<file path="src/rtl/draw_cursor_if.sv">
// vga_if: one pixel of VGA raster timing plus its colour.
//   hcount, vcount : pixel column / row counters (12 bit)
//   hsync, vsync   : sync pulses
//   hblnk, vblnk   : horizontal / vertical blanking
//   rgb            : RGB444 colour
// Modport "in" is the consumer view, "out" the producer view.
interface vga_if;
   logic [11:0] hcount;
   logic [11:0] vcount;
   logic        hsync;
   logic        vsync;
   logic        hblnk;
   logic        vblnk;
   logic [11:0] rgb;

   modport in  (input  hcount, vcount, hsync, vsync, hblnk, vblnk, rgb);
   modport out (output hcount, vcount, hsync, vsync, hblnk, vblnk, rgb);
endinterface

</file>
<file path="src/rtl/draw_cursor.sv">
// draw_cursor: overlays a selectable, optionally blinking 2-bit bitmap cursor
// on a VGA pixel stream with a fixed 3-cycle latency on every field.
//   clk         : pixel clock
//   rst         : asynchronous active-low reset
//   vga_in      : incoming timing + background colour
//   vga_out     : timing delayed 3 cycles + composited colour
//   xpos, ypos  : top-left of the cursor bitmap
//   shape_sel   : bitmap select (out-of-range values select shape 0)
//   blink_en    : enable blinking
//   cursor_en   : global cursor enable
//   frame_start : one-cycle pulse after position/shape are latched
module draw_cursor #(
   parameter int unsigned CUR_W        = 16,
   parameter int unsigned CUR_H        = 16,
   parameter int unsigned NUM_SHAPES   = 4,
   parameter int unsigned BLINK_FRAMES = 30,
   parameter logic [11:0] COLOR_FG     = 12'hFFF,
   parameter logic [11:0] COLOR_OL     = 12'h000,
   localparam int unsigned SW = (NUM_SHAPES > 1) ? $clog2(NUM_SHAPES) : 1
) (
   input  logic          clk,
   input  logic          rst,
   vga_if.in             vga_in,
   vga_if.out            vga_out,
   input  logic [11:0]   xpos,
   input  logic [11:0]   ypos,
   input  logic [SW-1:0] shape_sel,
   input  logic          blink_en,
   input  logic          cursor_en,
   output logic          frame_start
);

   localparam int unsigned XW = $clog2(CUR_W);
   localparam int unsigned YW = $clog2(CUR_H);
   localparam int unsigned BW = (BLINK_FRAMES > 1) ? $clog2(BLINK_FRAMES) : 1;

   localparam logic [1:0] CODE_CLEAR   = 2'd0;
   localparam logic [1:0] CODE_FILL    = 2'd1;
   localparam logic [1:0] CODE_OUTLINE = 2'd2;
   localparam logic [1:0] CODE_INVERT  = 2'd3;

   typedef struct packed {
      logic [11:0] hcount;
      logic [11:0] vcount;
      logic        hsync;
      logic        vsync;
      logic        hblnk;
      logic        vblnk;
      logic [11:0] rgb;
   } pix_t;

   // Cursor bitmap ROM, addressed by (shape, column, row).
   //   shape 0 : arrow (outlined triangle, one inverting row)
   //   shape 1 : inverting crosshair
   //   shape 2 : outlined filled box
   //   shape 3+: diagonal stripes of all four codes
   function automatic logic [1:0] rom_code(input logic [SW-1:0] shape,
                                           input logic [XW-1:0] x,
                                           input logic [YW-1:0] y);
      logic [3:0] s;
      logic [6:0] xi;
      logic [6:0] yi;
      logic [1:0] code;
      s    = 4'(shape);
      xi   = 7'(x);
      yi   = 7'(y);
      code = CODE_CLEAR;
      if (s == 4'd0) begin
         if (xi > yi)
            code = CODE_CLEAR;
         else if (xi == 7'd0 || xi == yi || yi == 7'(CUR_H - 1))
            code = CODE_OUTLINE;
         else if (yi == 7'(CUR_H / 2))
            code = CODE_INVERT;
         else
            code = CODE_FILL;
      end else if (s == 4'd1) begin
         if (xi == 7'(CUR_W / 2) || yi == 7'(CUR_H / 2))
            code = CODE_INVERT;
      end else if (s == 4'd2) begin
         if (xi == 7'd0 || yi == 7'd0 || xi == 7'(CUR_W - 1) || yi == 7'(CUR_H - 1))
            code = CODE_OUTLINE;
         else
            code = CODE_FILL;
      end else begin
         code = 2'(xi + yi + 7'(s));
      end
      return code;
   endfunction

   // Shadow (per-frame) state
   logic [11:0]   xs;
   logic [11:0]   ys;
   logic [SW-1:0] shape_s;
   logic          en_s;
   logic [BW-1:0] blink_cnt;
   logic          blink_phase;

   // Pipeline state
   pix_t          s1_pix;
   logic          s1_act;
   logic [XW-1:0] s1_dx;
   logic [YW-1:0] s1_dy;
   logic [SW-1:0] s1_shape;
   pix_t          s2_pix;
   logic          s2_act;
   logic [1:0]    s2_code;
   pix_t          s3_pix;

   // Combinational helpers
   logic          fs_c;
   logic [SW-1:0] shape_in_c;
   logic [11:0]   xs_c;
   logic [11:0]   ys_c;
   logic [SW-1:0] shape_c;
   logic          en_c;
   logic          phase_c;
   logic [BW-1:0] blink_cnt_nxt_c;
   logic          blink_phase_nxt_c;
   logic          hit_c;
   pix_t          in_c;
   logic [11:0]   rgb_c;
   pix_t          s3_nxt_c;

   assign fs_c = (vga_in.hcount == 12'd0) && (vga_in.vcount == 12'd0);

   assign in_c = '{hcount: vga_in.hcount, vcount: vga_in.vcount,
                   hsync:  vga_in.hsync,  vsync:  vga_in.vsync,
                   hblnk:  vga_in.hblnk,  vblnk:  vga_in.vblnk,
                   rgb:    vga_in.rgb};

   // Out-of-range shape selects fall back to shape 0
   generate
      if (NUM_SHAPES == (1 << SW)) begin : g_shape_full
         assign shape_in_c = shape_sel;
      end else begin : g_shape_clamp
         assign shape_in_c = ({1'b0, shape_sel} >= (SW + 1)'(NUM_SHAPES)) ? '0 : shape_sel;
      end
   endgenerate

   // Blink state that would be committed at this frame start
   always_comb begin
      blink_cnt_nxt_c   = blink_cnt;
      blink_phase_nxt_c = blink_phase;
      if (!blink_en) begin
         blink_cnt_nxt_c   = '0;
         blink_phase_nxt_c = 1'b1;
      end else if (blink_cnt == BW'(BLINK_FRAMES - 1)) begin
         blink_cnt_nxt_c   = '0;
         blink_phase_nxt_c = ~blink_phase;
      end else begin
         blink_cnt_nxt_c   = blink_cnt + BW'(1);
      end
   end

   // Pixel (0,0) is tested against the values being latched on this very cycle
   assign xs_c    = fs_c ? xpos              : xs;
   assign ys_c    = fs_c ? ypos              : ys;
   assign shape_c = fs_c ? shape_in_c        : shape_s;
   assign en_c    = fs_c ? cursor_en         : en_s;
   assign phase_c = fs_c ? blink_phase_nxt_c : blink_phase;

   // 13-bit compare so the box end never wraps back to column/row 0
   assign hit_c = ({1'b0, vga_in.hcount} >= {1'b0, xs_c})
               && ({1'b0, vga_in.hcount} <  ({1'b0, xs_c} + 13'(CUR_W)))
               && ({1'b0, vga_in.vcount} >= {1'b0, ys_c})
               && ({1'b0, vga_in.vcount} <  ({1'b0, ys_c} + 13'(CUR_H)));

   // Shadow registers, blink state and frame_start pulse
   always_ff @(posedge clk or negedge rst) begin
      if (!rst) begin
         xs          <= '0;
         ys          <= '0;
         shape_s     <= '0;
         en_s        <= 1'b0;
         blink_cnt   <= '0;
         blink_phase <= 1'b1;
         frame_start <= 1'b0;
      end else begin
         frame_start <= fs_c;
         if (fs_c) begin
            xs          <= xpos;
            ys          <= ypos;
            shape_s     <= shape_in_c;
            en_s        <= cursor_en;
            blink_cnt   <= blink_cnt_nxt_c;
            blink_phase <= blink_phase_nxt_c;
         end
      end
   end

   // S3 compositing; blanking comes from the delayed timing of the same pixel
   always_comb begin
      rgb_c = s2_pix.rgb;
      if (s2_pix.hblnk || s2_pix.vblnk) begin
         rgb_c = '0;
      end else if (s2_act) begin
         case (s2_code)
            CODE_FILL:    rgb_c = COLOR_FG;
            CODE_OUTLINE: rgb_c = COLOR_OL;
            CODE_INVERT:  rgb_c = ~s2_pix.rgb;
            default:      rgb_c = s2_pix.rgb;
         endcase
      end
      s3_nxt_c     = s2_pix;
      s3_nxt_c.rgb = rgb_c;
   end

   // S1 hit/offset, S2 ROM read, S3 output register
   always_ff @(posedge clk or negedge rst) begin
      if (!rst) begin
         s1_pix   <= '0;
         s1_act   <= 1'b0;
         s1_dx    <= '0;
         s1_dy    <= '0;
         s1_shape <= '0;
         s2_pix   <= '0;
         s2_act   <= 1'b0;
         s2_code  <= '0;
         s3_pix   <= '0;
      end else begin
         s1_pix   <= in_c;
         s1_act   <= hit_c && en_c && phase_c;
         s1_dx    <= XW'(vga_in.hcount - xs_c);
         s1_dy    <= YW'(vga_in.vcount - ys_c);
         s1_shape <= shape_c;
         s2_pix   <= s1_pix;
         s2_act   <= s1_act;
         s2_code  <= rom_code(s1_shape, s1_dx, s1_dy);
         s3_pix   <= s3_nxt_c;
      end
   end

   assign vga_out.hcount = s3_pix.hcount;
   assign vga_out.vcount = s3_pix.vcount;
   assign vga_out.hsync  = s3_pix.hsync;
   assign vga_out.vsync  = s3_pix.vsync;
   assign vga_out.hblnk  = s3_pix.hblnk;
   assign vga_out.vblnk  = s3_pix.vblnk;
   assign vga_out.rgb    = s3_pix.rgb;

endmodule

</file>
<file path="src/flat_wrapper.sv">
// flat-port wrapper written by rule: the top's interface ports become plain ports
module draw_cursor_flat 
#(
   parameter int unsigned CUR_W        = 16,
   parameter int unsigned CUR_H        = 16,
   parameter int unsigned NUM_SHAPES   = 4,
   parameter int unsigned BLINK_FRAMES = 30,
   parameter logic [11:0] COLOR_FG     = 12'hFFF,
   parameter logic [11:0] COLOR_OL     = 12'h000,
   localparam int unsigned SW = (NUM_SHAPES > 1) ? $clog2(NUM_SHAPES) : 1
)
  (clk, rst, xpos, ypos, shape_sel, blink_en, cursor_en, frame_start, vga_in_hcount, vga_in_vcount, vga_in_hsync, vga_in_vsync, vga_in_hblnk, vga_in_vblnk, vga_in_rgb, vga_out_hcount, vga_out_vcount, vga_out_hsync, vga_out_vsync, vga_out_hblnk, vga_out_vblnk, vga_out_rgb);
  vga_if vga_in_i ();
  vga_if vga_out_i ();
  input  logic clk;
  input  logic rst;
  input  logic [11:0] xpos;
  input  logic [11:0] ypos;
  input  logic [SW-1:0] shape_sel;
  input  logic blink_en;
  input  logic cursor_en;
  output logic frame_start;
  input wire logic [$bits(vga_in_i.hcount)-1:0] vga_in_hcount;
  input wire logic [$bits(vga_in_i.vcount)-1:0] vga_in_vcount;
  input wire logic [$bits(vga_in_i.hsync)-1:0] vga_in_hsync;
  input wire logic [$bits(vga_in_i.vsync)-1:0] vga_in_vsync;
  input wire logic [$bits(vga_in_i.hblnk)-1:0] vga_in_hblnk;
  input wire logic [$bits(vga_in_i.vblnk)-1:0] vga_in_vblnk;
  input wire logic [$bits(vga_in_i.rgb)-1:0] vga_in_rgb;
  output wire logic [$bits(vga_out_i.hcount)-1:0] vga_out_hcount;
  output wire logic [$bits(vga_out_i.vcount)-1:0] vga_out_vcount;
  output wire logic [$bits(vga_out_i.hsync)-1:0] vga_out_hsync;
  output wire logic [$bits(vga_out_i.vsync)-1:0] vga_out_vsync;
  output wire logic [$bits(vga_out_i.hblnk)-1:0] vga_out_hblnk;
  output wire logic [$bits(vga_out_i.vblnk)-1:0] vga_out_vblnk;
  output wire logic [$bits(vga_out_i.rgb)-1:0] vga_out_rgb;
  assign vga_in_i.hcount = vga_in_hcount;
  assign vga_in_i.vcount = vga_in_vcount;
  assign vga_in_i.hsync = vga_in_hsync;
  assign vga_in_i.vsync = vga_in_vsync;
  assign vga_in_i.hblnk = vga_in_hblnk;
  assign vga_in_i.vblnk = vga_in_vblnk;
  assign vga_in_i.rgb = vga_in_rgb;
  assign vga_out_hcount = vga_out_i.hcount;
  assign vga_out_vcount = vga_out_i.vcount;
  assign vga_out_hsync = vga_out_i.hsync;
  assign vga_out_vsync = vga_out_i.vsync;
  assign vga_out_hblnk = vga_out_i.hblnk;
  assign vga_out_vblnk = vga_out_i.vblnk;
  assign vga_out_rgb = vga_out_i.rgb;
  draw_cursor #(.CUR_W(CUR_W), .CUR_H(CUR_H), .NUM_SHAPES(NUM_SHAPES), .BLINK_FRAMES(BLINK_FRAMES), .COLOR_FG(COLOR_FG), .COLOR_OL(COLOR_OL)) u_core (.clk(clk), .rst(rst), .vga_in(vga_in_i), .vga_out(vga_out_i), .xpos(xpos), .ypos(ypos), .shape_sel(shape_sel), .blink_en(blink_en), .cursor_en(cursor_en), .frame_start(frame_start));
endmodule
</file>
<file path="config.mk">
export PLATFORM = sky130hd
export DESIGN_NAME = draw_cursor_flat
export DESIGN_NICKNAME = d
export VERILOG_FILES = /design/src/rtl/draw_cursor_if.sv /design/src/rtl/draw_cursor.sv /design/src/flat_wrapper.sv
export SDC_FILE = /design/constraint.sdc
export NUM_CORES = 1
export LEC_CHECK = 0
export CORE_MARGIN = 2
export CORE_UTILIZATION = 53
export DETAILED_ROUTE_END_ITERATION = 10
export PLACE_DENSITY = 0.8
export SYNTH_ARGS = -nofsm -noshare
export SYNTH_HDL_FRONTEND = slang
export SYNTH_SLANG_ARGS = --single-unit
</file>
<file path="constraint.sdc">
create_clock -name clk -period 2.9 [get_ports clk]
set_input_delay 0.725 -clock clk [delete_from_list [all_inputs] [get_ports clk]]
set_output_delay 0.725 -clock clk [all_outputs]
set_load 0.05 [all_outputs]
</file>
==> report_table.html <==
<table>
<tr><th>Metric</th><th>Value</th></tr>
<tr><th colspan="2">Run status</th></tr>
<tr><td>Outcome</td><td>finished, violations left</td></tr>
<tr><td>Failing checks</td><td>negative setup slack</td></tr>
<tr><th colspan="2">Timing</th></tr>
<tr><td>Clock period minus final worst setup slack</td><td>~3.5 ns</td></tr>
<tr><td>Worst slew pin tran</td><td>~0.65 ns</td></tr>
<tr><td>Final TNS setup</td><td>-0.572 ns</td></tr>
<tr><td>Count of pins over their slew limit</td><td>0</td></tr>
<tr><td>Max_slew headroom</td><td>around 57%</td></tr>
<tr><td>Setup repair after global routing missed its margin</td><td>yes</td></tr>
<tr><td>Hold Fails Final Rpt</td><td>0</td></tr>
<tr><td>FMAX</td><td>roughly 290 MHz</td></tr>
<tr><td>Finish-stage setup viols</td><td>1</td></tr>
<tr><td>Clock tree skew after final layout</td><td>0.00549 ns</td></tr>
<tr><td>Post-route fraction of the period consumed by the critical path</td><td>120%</td></tr>
<tr><td>Final critical-path setup slack</td><td>-0.572 ns</td></tr>
<tr><th colspan="2">Yosys</th></tr>
<tr><td>Number of cells produced by synthesis</td><td>roughly 520</td></tr>
<tr><td>Cell type with the highest aggregate area in the netlist</td><td>sky130_fd_sc_hd__dfrtp_1</td></tr>
<tr><td>Top-area cell type share of the netlist area</td><td>a little over three fifths</td></tr>
<tr><td>Count of synthesis-stage warnings from yosys</td><td>0</td></tr>
<tr><td>Part of the Yosys area used for sequential elements</td><td>63.5%</td></tr>
<tr><td>Post-Syn Area</td><td>between 0.006 and 0.007 mm^2</td></tr>
<tr><td>Number of synthesized flops with an enable pin</td><td>0</td></tr>
<tr><td>Synth area leaders</td><td>sky130_fd_sc_hd__dfrtp_1, sky130_fd_sc_hd__ha_1, sky130_fd_sc_hd__mux2i_1</td></tr>
<tr><td>Flip-flop and latch count after synthesis</td><td>between 150 and 200</td></tr>
<tr><td>Async set-reset flop share out of synthesis</td><td>100%</td></tr>
<tr><td>Avg Inst Size Synth</td><td>roughly 13 um^2</td></tr>
<tr><td>Number of distinct library cells after synthesis</td><td>46</td></tr>
<tr><td>Total nets after synthesis</td><td>637</td></tr>
<tr><td>Main synth FF type</td><td>sky130_fd_sc_hd__dfrtp_1</td></tr>
<tr><th colspan="2">Critical path</th></tr>
<tr><td>Worst reg2reg path depth</td><td>11</td></tr>
<tr><td>Reg-to-reg startpoint</td><td>u_core.ys[4]</td></tr>
<tr><td>Maximum fanout encountered on the critical timing path</td><td>6</td></tr>
<tr><td>Cell class contributing the biggest share of worst-path delay</td><td>simple AND/OR/NAND/NOR gates</td></tr>
<tr><td>Startpoint Class</td><td>input port</td></tr>
<tr><td>Slowest stage delay, CP</td><td>roughly 0.36 ns</td></tr>
<tr><td>Master of the slowest instance on the critical path</td><td>sky130_fd_sc_hd__a211oi_2</td></tr>
<tr><td>Cell seen most often among critical-path stages</td><td>sky130_fd_sc_hd__a211oi_2</td></tr>
<tr><td>Arrival time at the worst endpoint</td><td>roughly 3.8 ns</td></tr>
<tr><td>CP Capture Type</td><td>flop</td></tr>
<tr><td>Series of cell instances along the critical path</td><td>clkdlybuf4s15_2 -&gt; nor4_4 -&gt; nand4_1 -&gt; or2_4 -&gt; mux2i_4 -&gt; inv_2 -&gt; ha_4 -&gt; xor2_1 -&gt; ha_1 -&gt; a211oi_2 -&gt; o21ai_2 -&gt; a211oi_2 -&gt; o21a_1 -&gt; o32ai_2 -&gt; nor4_2</td></tr>
<tr><td>R2R setup slack</td><td>between 0.3 and 0.4 ns</td></tr>
<tr><td>Capture point of the worst reg-to-reg path</td><td>u_core.s1_act</td></tr>
<tr><td>Critical setup path kind</td><td>input port to flop</td></tr>
<tr><td>CP Data Required Time</td><td>around 3.2 ns</td></tr>
<tr><td>Critical path buffer and inverter count</td><td>2</td></tr>
<tr><th colspan="2">Floorplanning</th></tr>
<tr><td>Core area</td><td>0.0120 mm^2</td></tr>
<tr><td>Vertical extent of the die</td><td>115 um</td></tr>
<tr><td>Placement row count</td><td>40</td></tr>
<tr><td>Initial Utilization</td><td>roughly 54%</td></tr>
<tr><td>Number of top-level pins</td><td>111</td></tr>
<tr><td>Horizontal die dimension</td><td>around 120 um</td></tr>
<tr><td>Total Die Area</td><td>~0.013 mm^2</td></tr>
<tr><th colspan="2">Global route</th></tr>
<tr><td>Pin count of the biggest net entering global routing</td><td>74</td></tr>
<tr><td>Overflow left after global routing</td><td>0</td></tr>
<tr><td>Tot GR Track Use</td><td>~26%</td></tr>
<tr><td>Wire length of the first global-routing pass</td><td>25200 um</td></tr>
<tr><td>Antenna violations before repair</td><td>0</td></tr>
<tr><td>Number of global-route vias before repair</td><td>between 5000 and 6000</td></tr>
<tr><th colspan="2">Route</th></tr>
<tr><td>Uppermost metal layer occupied by signal nets</td><td>met4</td></tr>
<tr><td>First-pass detailed-route iteration total</td><td>4</td></tr>
<tr><td>Routed vias</td><td>4825</td></tr>
<tr><td>Total Wirelength</td><td>approximately 16000 um</td></tr>
<tr><td>Vias per Instance</td><td>approximately 5.5</td></tr>
<tr><td>Routed length on met2</td><td>between 8000 and 9000 um</td></tr>
<tr><td>Metal1 wirelength</td><td>~6200 um</td></tr>
<tr><td>Drt initial violations</td><td>approximately 270</td></tr>
<tr><td>Wire per inst</td><td>around 18 um</td></tr>
<tr><td>Count of unresolved DRC violations after routing</td><td>0</td></tr>
<tr><td>Amount of wire on met3 after detailed routing</td><td>772 um</td></tr>
<tr><td>Detail Route Antenna Nets</td><td>0</td></tr>
<tr><th colspan="2">Clock tree</th></tr>
<tr><td>Worst-Skew Late Latency</td><td>0.42 ns</td></tr>
<tr><td>Sink Count</td><td>roughly 170</td></tr>
<tr><td>Inserted Clock Buffers</td><td>17</td></tr>
<tr><td>Clock-pin slew on the worst setup and hold paths</td><td>approximately 0.06 ns</td></tr>
<tr><td>CTS H-tree lvls</td><td>4</td></tr>
<tr><td>TritonCTS clock tree</td><td>yes</td></tr>
<tr><td>Number of buffers on the longest clock path</td><td>2</td></tr>
<tr><td>CTS root buffer</td><td>sky130_fd_sc_hd__clkbuf_16</td></tr>
<tr><th colspan="2">Layout</th></tr>
<tr><td>Layout net count</td><td>roughly 840</td></tr>
<tr><td>Layout cell share with drive strength beyond 1</td><td>between 20 and 25%</td></tr>
<tr><td>Inserted Diodes</td><td>0</td></tr>
<tr><td>Relative area change from synthesis to final layout</td><td>41.4%</td></tr>
<tr><td>FILL cells</td><td>696</td></tr>
<tr><td>Number of standard cells in the layout, taps in and fillers out</td><td>approximately 880</td></tr>
<tr><th colspan="2">Power</th></tr>
<tr><td>Static leakage power</td><td>4.38 nW</td></tr>
<tr><td>Design Power</td><td>roughly 5.1 mW</td></tr>
<tr><td>Power per Cell Area</td><td>553 mW/mm^2</td></tr>
<tr><td>Worst vdd ir</td><td>~300 uV</td></tr>
<tr><th colspan="2">Place</th></tr>
<tr><td>Placer Congestion</td><td>0.846</td></tr>
<tr><td>Worst setup slack before clock tree synthesis</td><td>-1.72 ns</td></tr>
<tr><td>Detailed-placement wirelength estimate</td><td>about 11000 um</td></tr>
<tr><td>Count of placed standard cells including taps</td><td>approximately 840</td></tr>
<tr><td>Number of I/O port buffers</td><td>110</td></tr>
<tr><th colspan="2">Job</th></tr>
<tr><td>Max capacitance violation total</td><td>0</td></tr>
<tr><th colspan="2">Hold path</th></tr>
<tr><td>Hold crit path type</td><td>input port to async pin</td></tr>
</table>
==> sequential cells by signal, indices dropped and copies added (netlist names) <==
register	cells
u_core.xs	12
u_core.vga_out.hcount	12
u_core.en_s	1
u_core.vga_out.hblnk	1
u_core.vga_out.hsync	1
u_core.s2_code	2
u_core.vga_out.rgb	12
u_core.s2_pix	40
u_core.s1_dx	4
u_core.frame_start	1
u_core.s2_act	1
u_core.blink_cnt	5
u_core.blink_phase	1
u_core.s1_act	1
u_core.ys	12
u_core.vga_out.vblnk	1
u_core.s1_dy	4
u_core.vga_out.vsync	1
u_core.vga_out.vcount	12
u_core.s1_pix	40
u_core.s1_shape	2
==> repair_timing <==
item,CTS,global route
hold buffers,0,0
pin swaps,33,19
setup endpoints to repair,9,5
buffers inserted,4,1
resized for setup,111,24
hold endpoints to repair,0,0
==> cell type report <==
type / count / area [um^2] / share of cell area [%]
Inverter: 39 / 154 / 1.66
Clock inverter: 11 / 129 / 1.39
Timing Repair Buffer: 192 / 1710 / 18.4
Tap cell: 147 / 184 / 1.99
Clock buffer: 20 / 437 / 4.72
Multi-Input combinational cell: 303 / 2490 / 26.9
Sequential cell: 166 / 4160 / 44.9
==> per-stage QoR <==
step | hold WS, ns | cell area, um^2 | util [%]
final | 0.312 | 9250 | 77.0
after floorplan | 0.331 | 6640 | -
after CTS | 0.333 | 9220 | 76.8
after detailed placement | 0.335 | 8450 | 70.4
after global placement | 0.332 | 8450 | 70.4
after global routing | 0.348 | 9250 | 77.0
==> where the power goes <==
part           switching [mW]  total (mW)  leakage (nW)  internal (mW)
logic                   0.295       0.519          2.08          0.225
registers              0.0359        2.44          2.03           2.41
clock network           0.885        2.15         0.259           1.26
total                    1.22        5.11          4.38           3.90
==> synth_stat cells (2+ instances only) <==
master                        n
sky130_fd_sc_hd__a211oi_1     3
sky130_fd_sc_hd__a21o_1       2
sky130_fd_sc_hd__a21oi_1     28
sky130_fd_sc_hd__a31oi_1      5
sky130_fd_sc_hd__a41oi_1      3
sky130_fd_sc_hd__and3_1       5
sky130_fd_sc_hd__buf_4        2
sky130_fd_sc_hd__clkbuf_1     5
sky130_fd_sc_hd__dfrtp_1    165
sky130_fd_sc_hd__fa_1         3
sky130_fd_sc_hd__ha_1        47
sky130_fd_sc_hd__inv_1       38
sky130_fd_sc_hd__mux2_2       4
sky130_fd_sc_hd__mux2i_1     24
sky130_fd_sc_hd__nand2_1     31
sky130_fd_sc_hd__nand3_1     11
sky130_fd_sc_hd__nand4_1      7
sky130_fd_sc_hd__nor2_1      41
sky130_fd_sc_hd__nor2b_1      3
sky130_fd_sc_hd__nor3_1      10
sky130_fd_sc_hd__nor4_1       9
sky130_fd_sc_hd__o2111ai_1    2
sky130_fd_sc_hd__o211ai_1     4
sky130_fd_sc_hd__o21a_1       8
sky130_fd_sc_hd__o21ai_0     17
sky130_fd_sc_hd__o31a_1       2
sky130_fd_sc_hd__o31ai_1      3
sky130_fd_sc_hd__or2_2        2
sky130_fd_sc_hd__xnor2_1     10
sky130_fd_sc_hd__xor2_1       7
==> cell usage in the layout (no fill, tap or decap), types with 5 or more instances in the layout <==
cell,n
sky130_fd_sc_hd__dfrtp_1,165
sky130_fd_sc_hd__clkdlybuf4s50_1,85
sky130_fd_sc_hd__buf_4,78
sky130_fd_sc_hd__ha_1,45
sky130_fd_sc_hd__nor2_1,38
sky130_fd_sc_hd__inv_1,37
sky130_fd_sc_hd__nand2_1,27
sky130_fd_sc_hd__a21oi_1,24
sky130_fd_sc_hd__mux2i_1,18
sky130_fd_sc_hd__clkbuf_16,17
sky130_fd_sc_hd__o21ai_0,13
sky130_fd_sc_hd__nand3_1,9
sky130_fd_sc_hd__o21a_1,8
sky130_fd_sc_hd__nor3_1,8
sky130_fd_sc_hd__nand4_1,7
sky130_fd_sc_hd__xnor2_1,7
sky130_fd_sc_hd__xor2_1,7
sky130_fd_sc_hd__buf_2,6
sky130_fd_sc_hd__clkbuf_2,6
sky130_fd_sc_hd__mux2i_4,5
sky130_fd_sc_hd__a31oi_1,5
sky130_fd_sc_hd__clkinvlp_4,5
sky130_fd_sc_hd__clkdlybuf4s15_1,5
==> logic make-up after synthesis <==
group / share of synthesized area, %
flip-flops: 63.5
AND/OR/NAND/NOR: 8.95
AO/OA/AOI/OAI: 7.76
adder cells (fa/ha/maj): 9.91
buffers and inverters: 3.00
multiplexers: 4.59
XOR/XNOR: 2.28
==> how the worst max path moves through the flow <==
stage                           start  slack [ns]  cells past startpoint            end
floorplan            vga_in_hcount[0]       -0.64                     20  u_core.s1_act
global placement     vga_in_vcount[8]       -1.64                     17  u_core.s1_act
detailed placement   vga_in_vcount[8]       -1.72                     18  u_core.s1_act
CTS                  vga_in_hcount[3]       -0.56                     18  u_core.s1_act
global route        vga_in_vcount[11]       -0.66                     15  u_core.s1_act
finish               vga_in_vcount[8]       -0.57                     15  u_core.s1_act
==> metal layers <==
metal / track usage [%] / vias to the layer above
li1: - / 2185
met1: 29.7 / 2398
met2: 44.0 / 183
met3: 6.11 / 59
met4: 13.3 / 0
met5: 0 / -
No activity file was read; power rests on OpenSTA's default activity.
